<file path="config.mk">
export PLATFORM = sky130hd
export DESIGN_NAME = fifo_ptr_ctrl
export DESIGN_NICKNAME = d
export VERILOG_FILES = /design/src/rtl/fifo_ptr_ctrl.sv
export SDC_FILE = /design/constraint.sdc
export NUM_CORES = 1
export LEC_CHECK = 0
export BUFFER_PORTS_ARGS = -buffer_cell sky130_fd_sc_hd__buf_2
export CAP_MARGIN = 20
export CORE_MARGIN = 2
export CORE_UTILIZATION = 48
export DETAILED_ROUTE_END_ITERATION = 8
export PLACE_DENSITY = 0.81
export SLEW_MARGIN = 20
export SYNTH_ARGS = -nofsm -noshare
export SYNTH_HDL_FRONTEND = slang
export SYNTH_SLANG_ARGS = --single-unit
</file>
<file path="constraint.sdc">
create_clock -name clk -period 2.9 [get_ports clk]
set_clock_uncertainty 0.2 [all_clocks]
set_input_delay 0.29 -clock clk [delete_from_list [all_inputs] [get_ports clk]]
set_output_delay 0.29 -clock clk [all_outputs]
set_load 0.02 [all_outputs]
</file>
<file path="src/rtl/fifo_ptr_ctrl.sv">
// rtl/fifo_ptr_ctrl.sv - FIFO pointer/occupancy controller with edge or strobe triggers
// Wrapping read/write addresses, occupancy count, full/empty/almost flags, sticky errors.
module fifo_ptr_ctrl #(
  parameter int DEPTH     = 4,
  parameter bit EDGE_TRIG = 1'b1,
  parameter int AFULL_TH  = DEPTH - 1,
  parameter int AEMPTY_TH = 1,
  localparam int AW = (DEPTH <= 2) ? 1 : $clog2(DEPTH),
  localparam int CW = $clog2(DEPTH + 1)
) (
  input  logic          clk,
  input  logic          rst_n,
  input  logic          trig_write,
  input  logic          trig_read,
  input  logic          clr_flags,
  output logic          wr_en,
  output logic          rd_en,
  output logic [AW-1:0] wr_ptr,
  output logic [AW-1:0] rd_ptr,
  output logic [CW-1:0] count,
  output logic          full,
  output logic          empty,
  output logic          almost_full,
  output logic          almost_empty,
  output logic          overflow,
  output logic          underflow
);

  logic          wprev_q, rprev_q;
  logic          wr_req, rd_req, wr_acc, rd_acc;
  logic [AW-1:0] wr_ptr_q, wr_ptr_d, rd_ptr_q, rd_ptr_d;
  logic [CW-1:0] count_q, count_d;
  logic          full_q, full_d, empty_q, empty_d;
  logic          afull_q, afull_d, aempty_q, aempty_d;
  logic          ovf_q, ovf_d, unf_q, unf_d;

  always_comb begin
    if (EDGE_TRIG) begin
      wr_req = trig_write & ~wprev_q;
      rd_req = trig_read & ~rprev_q;
    end else begin
      wr_req = trig_write;
      rd_req = trig_read;
    end
    // No fall-through: a read at empty is refused even alongside a write.
    rd_acc = rd_req & ~empty_q;
    wr_acc = wr_req & (~full_q | rd_req);

    wr_ptr_d = wr_ptr_q;
    if (wr_acc) begin
      wr_ptr_d = (wr_ptr_q == AW'(DEPTH - 1)) ? '0 : wr_ptr_q + AW'(1);
    end
    rd_ptr_d = rd_ptr_q;
    if (rd_acc) begin
      rd_ptr_d = (rd_ptr_q == AW'(DEPTH - 1)) ? '0 : rd_ptr_q + AW'(1);
    end

    count_d = count_q;
    case ({wr_acc, rd_acc})
      2'b10:   count_d = count_q + CW'(1);
      2'b01:   count_d = count_q - CW'(1);
      default: count_d = count_q;
    endcase

    full_d   = (count_d == CW'(DEPTH));
    empty_d  = (count_d == '0);
    afull_d  = (count_d >= CW'(AFULL_TH));
    aempty_d = (count_d <= CW'(AEMPTY_TH));
    // A fresh error outranks a same-cycle clear.
    ovf_d = (wr_req & ~wr_acc) | (ovf_q & ~clr_flags);
    unf_d = (rd_req & ~rd_acc) | (unf_q & ~clr_flags);
  end

  always_ff @(posedge clk or negedge rst_n) begin
    if (!rst_n) begin
      wprev_q  <= 1'b0;
      rprev_q  <= 1'b0;
      wr_ptr_q <= '0;
      rd_ptr_q <= '0;
      count_q  <= '0;
      full_q   <= 1'b0;
      empty_q  <= 1'b1;
      afull_q  <= (AFULL_TH == 0);
      aempty_q <= 1'b1;
      ovf_q    <= 1'b0;
      unf_q    <= 1'b0;
    end else begin
      wprev_q  <= trig_write;
      rprev_q  <= trig_read;
      wr_ptr_q <= wr_ptr_d;
      rd_ptr_q <= rd_ptr_d;
      count_q  <= count_d;
      full_q   <= full_d;
      empty_q  <= empty_d;
      afull_q  <= afull_d;
      aempty_q <= aempty_d;
      ovf_q    <= ovf_d;
      unf_q    <= unf_d;
    end
  end

  assign wr_en        = wr_acc;
  assign rd_en        = rd_acc;
  assign wr_ptr       = wr_ptr_q;
  assign rd_ptr       = rd_ptr_q;
  assign count        = count_q;
  assign full         = full_q;
  assign empty        = empty_q;
  assign almost_full  = afull_q;
  assign almost_empty = aempty_q;
  assign overflow     = ovf_q;
  assign underflow    = unf_q;

endmodule

</file>
==> metrics.yaml <==
status: "complete, no violations"
io_buffer_count: 19
slew-limit-headroom_pct: 76.3
tns_ns: 0
antenna_found_initial: 0
grt_pass1_vias: 406
avgRoutedWirePerCell_um: 12.2
drv_slew: 0
grt_util_all_layers_pct: 17.6
synth_area_leader_cell: "dfrtp_1"
grt_max_degree: 16
final_layout_size_suffix_gt1_share_pct: 42.1
hold_path_class: "in -> reg"
p_per_area_nw_per_um2: 1130
synth_fp_nets: 60
post-route-util_pct: 63.6
hold_ws_ns: 0.0112
syn_avg_cell_area_um2: 13.1
clk_latency_ns: 0.28
end_kind: "flip-flop"
multi_input_area_um2: 264
drt-vias-per-instance: 4.89
post_cts_buffers: 0
cts_buffer_depth: 2
rows: 13
fmax_mhz: 378
first_pass_iters: 1
drcViolationCount: 0
hpwl_um: 853
worstPathRequired_ns: 2.87
grt_pass1_wl_mm: 1.79
crit_chain: "dlygate4sd3_1 -> buf_2 -> nand2b_4 -> a21oi_2 -> inv_1 -> ha_1 -> fa_1 -> xnor2_1 -> o21a_1 -> or2_2"
regArea_um2: 378
yosys_warnings: 0
dieArea_um2: 1710
cp_max_fo: 4
routed_wl_mm: 1.11
power_leakage_nw: 0.403
total_power_mw: 0.937
cts_num_sinks: 15
ios: 20
ys_ff_latch: 15
num_antenna_cells: 0
arrival_ns: 2.61
clk_pin_slew_ns: 0.08
die_y_um: 41.3
h-tree-depth: 1
worst_pin_slew_ns: 0.353
ys_seq_area_share_pct: 56.6
crit_path_max_incr_delay_ns: 0.52
cp-start-kind: "input pin"
setup_viol: 0
synthToLayoutAreaGrowth_pct: 23.8
cts_tree: "built"
nets: 86
start_util_pct: 51.3
syn_area_um2: 668
peakVddDrop_mv: 0.668
drv_cap: 0
cts_inserted_buffers: 3
drt_iter0_drc: 0
cts-root-buf: "clkbuf_4"
crit_slowest_cell: "dlygate4sd3_1"
synth_cells: 51
gp_congestion: 0.654
hold_viol: 0
placed_cell_area_um2: 771
post-route-period-util_pct: 91.2
synthTopCellsByArea: "dfrtp_1 49%, dfstp_2 7.9%, mux2_2 6.7%, ha_1 5.6%, xnor2_1 3.9%"
postRouteAntennaNets: 0
core-area_um2: 1300
yosysTopAreaCellShare_pct: 48.7
rsz0062_at_grt: "no"
num_vias: 445
synth_cell_types: 22
fin_crit_ns: 2.64
final_area_um2: 827
dieWidth_um: 41.3
path_class: "in -> reg"
grt_overflow: 0
fill_cells: 112
worst max-delay path: cells and delay by family:
kind	cells	cell delay [ns]
buffers and inverters	3	0.72
adders and majority gates	2	0.62
AOI/OAI and AO/OA	2	0.44
and+or+nand+nor	2	0.36
xor gates and xnor gates	1	0.18
registers in the layout, indices dropped and copies added, names as in the netlist:
name / flops
full: 1
rd_ptr: 2
count: 3
underflow: 1
overflow: 1
almost_empty: 1
wr_ptr: 2
wprev_q: 1
empty: 1
almost_full: 1
rprev_q: 1
cells in the mapped netlist:
master / n
dfrtp_1: 13
inv_1: 4
mux2_2: 4
nor2_1: 4
ha_1: 3
nor3_1: 3
xnor2_1: 3
dfstp_2: 2
o22ai_1: 2
a211o_1: 1
a21oi_1: 1
a21oi_2: 1
a32o_1: 1
buf_6: 1
fa_1: 1
mux2_4: 1
nand2_1: 1
nand2b_1: 1
nand2b_4: 1
nor3b_1: 1
o21a_1: 1
or2_2: 1
cell usage in the layout (no fill, tap or decap), drive strengths merged:
cell type,netlist,routed
buf,1,19
dfrtp,13,13
mux2,5,5
inv,4,4
nor2,4,4
clkbuf,0,4
xnor2,3,3
nor3,3,3
ha,3,3
dlygate4sd3,0,3
o22ai,2,2
dfstp,2,2
nand2b,2,2
a21oi,2,2
o21a,1,1
or2,1,1
nor3b,1,1
a32o,1,1
nand2,1,1
a211o,1,1
fa,1,1
cell families after synthesis:
| group | share of synthesized area [%] |
|---|---|
| flops | 56.6 |
| simple gates | 10.1 |
| compound gates | 7.87 |
| buf+inv | 3.93 |
| mux | 8.99 |
| fa+ha+maj | 8.61 |
| xor+xnor | 3.93 |
per-layer routing:
metal | share of wire, % | GRT usage [%]
met5 | 0 | 0
met2 | 48 | 26.6
met3 | 5.5 | 3.19
met1 | 45 | 21.7
met4 | 1.9 | 14.5
area by class of cell:
type,instances,area share (%)
sequential,15,45.7
multi-input combinational,31,31.9
timing repair buffer,22,15.1
clock buffer,4,3.18
tap,15,2.27
inverter,4,1.82
per-stage QoR:
stage          cells  setup WS (ns)
6_report          91          0.256
5_1_grt           91          0.113
4_1_cts           91          0.244
3_5_place_dp      84          0.467
3_3_place_gp      84          0.508
2_1_floorplan     51          0.401
where the power goes:
group          internal [mW]  leakage (nW)  switching, mW
logic                  0.200         0.209          0.255
clock network         0.0533        0.0150         0.0611
registers              0.299         0.180         0.0679
total                  0.553         0.403          0.384
repair_timing:
| item | CTS | global route |
|---|---|---|
| hold buffers | 3 | 0 |
| gates resized for setup | 0 | 0 |
| endpoints found under the hold margin | 17 | 0 |
final timing paths:
path | startpoint | depth (start not counted) | endpoint | slack, ns
min reg2reg | empty | 2 | underflow | 0.31
max in group asynchronous | rst_n | 2 | almost_empty | 1.97
max | trig_read | 10 | count[2] | 0.26
max reg2reg | rprev_q | 8 | count[2] | 0.47
min | clr_flags | 2 | overflow | 0.01
min in group asynchronous | rst_n | 2 | full | 0.24
Power figures use the tool's default switching activity.
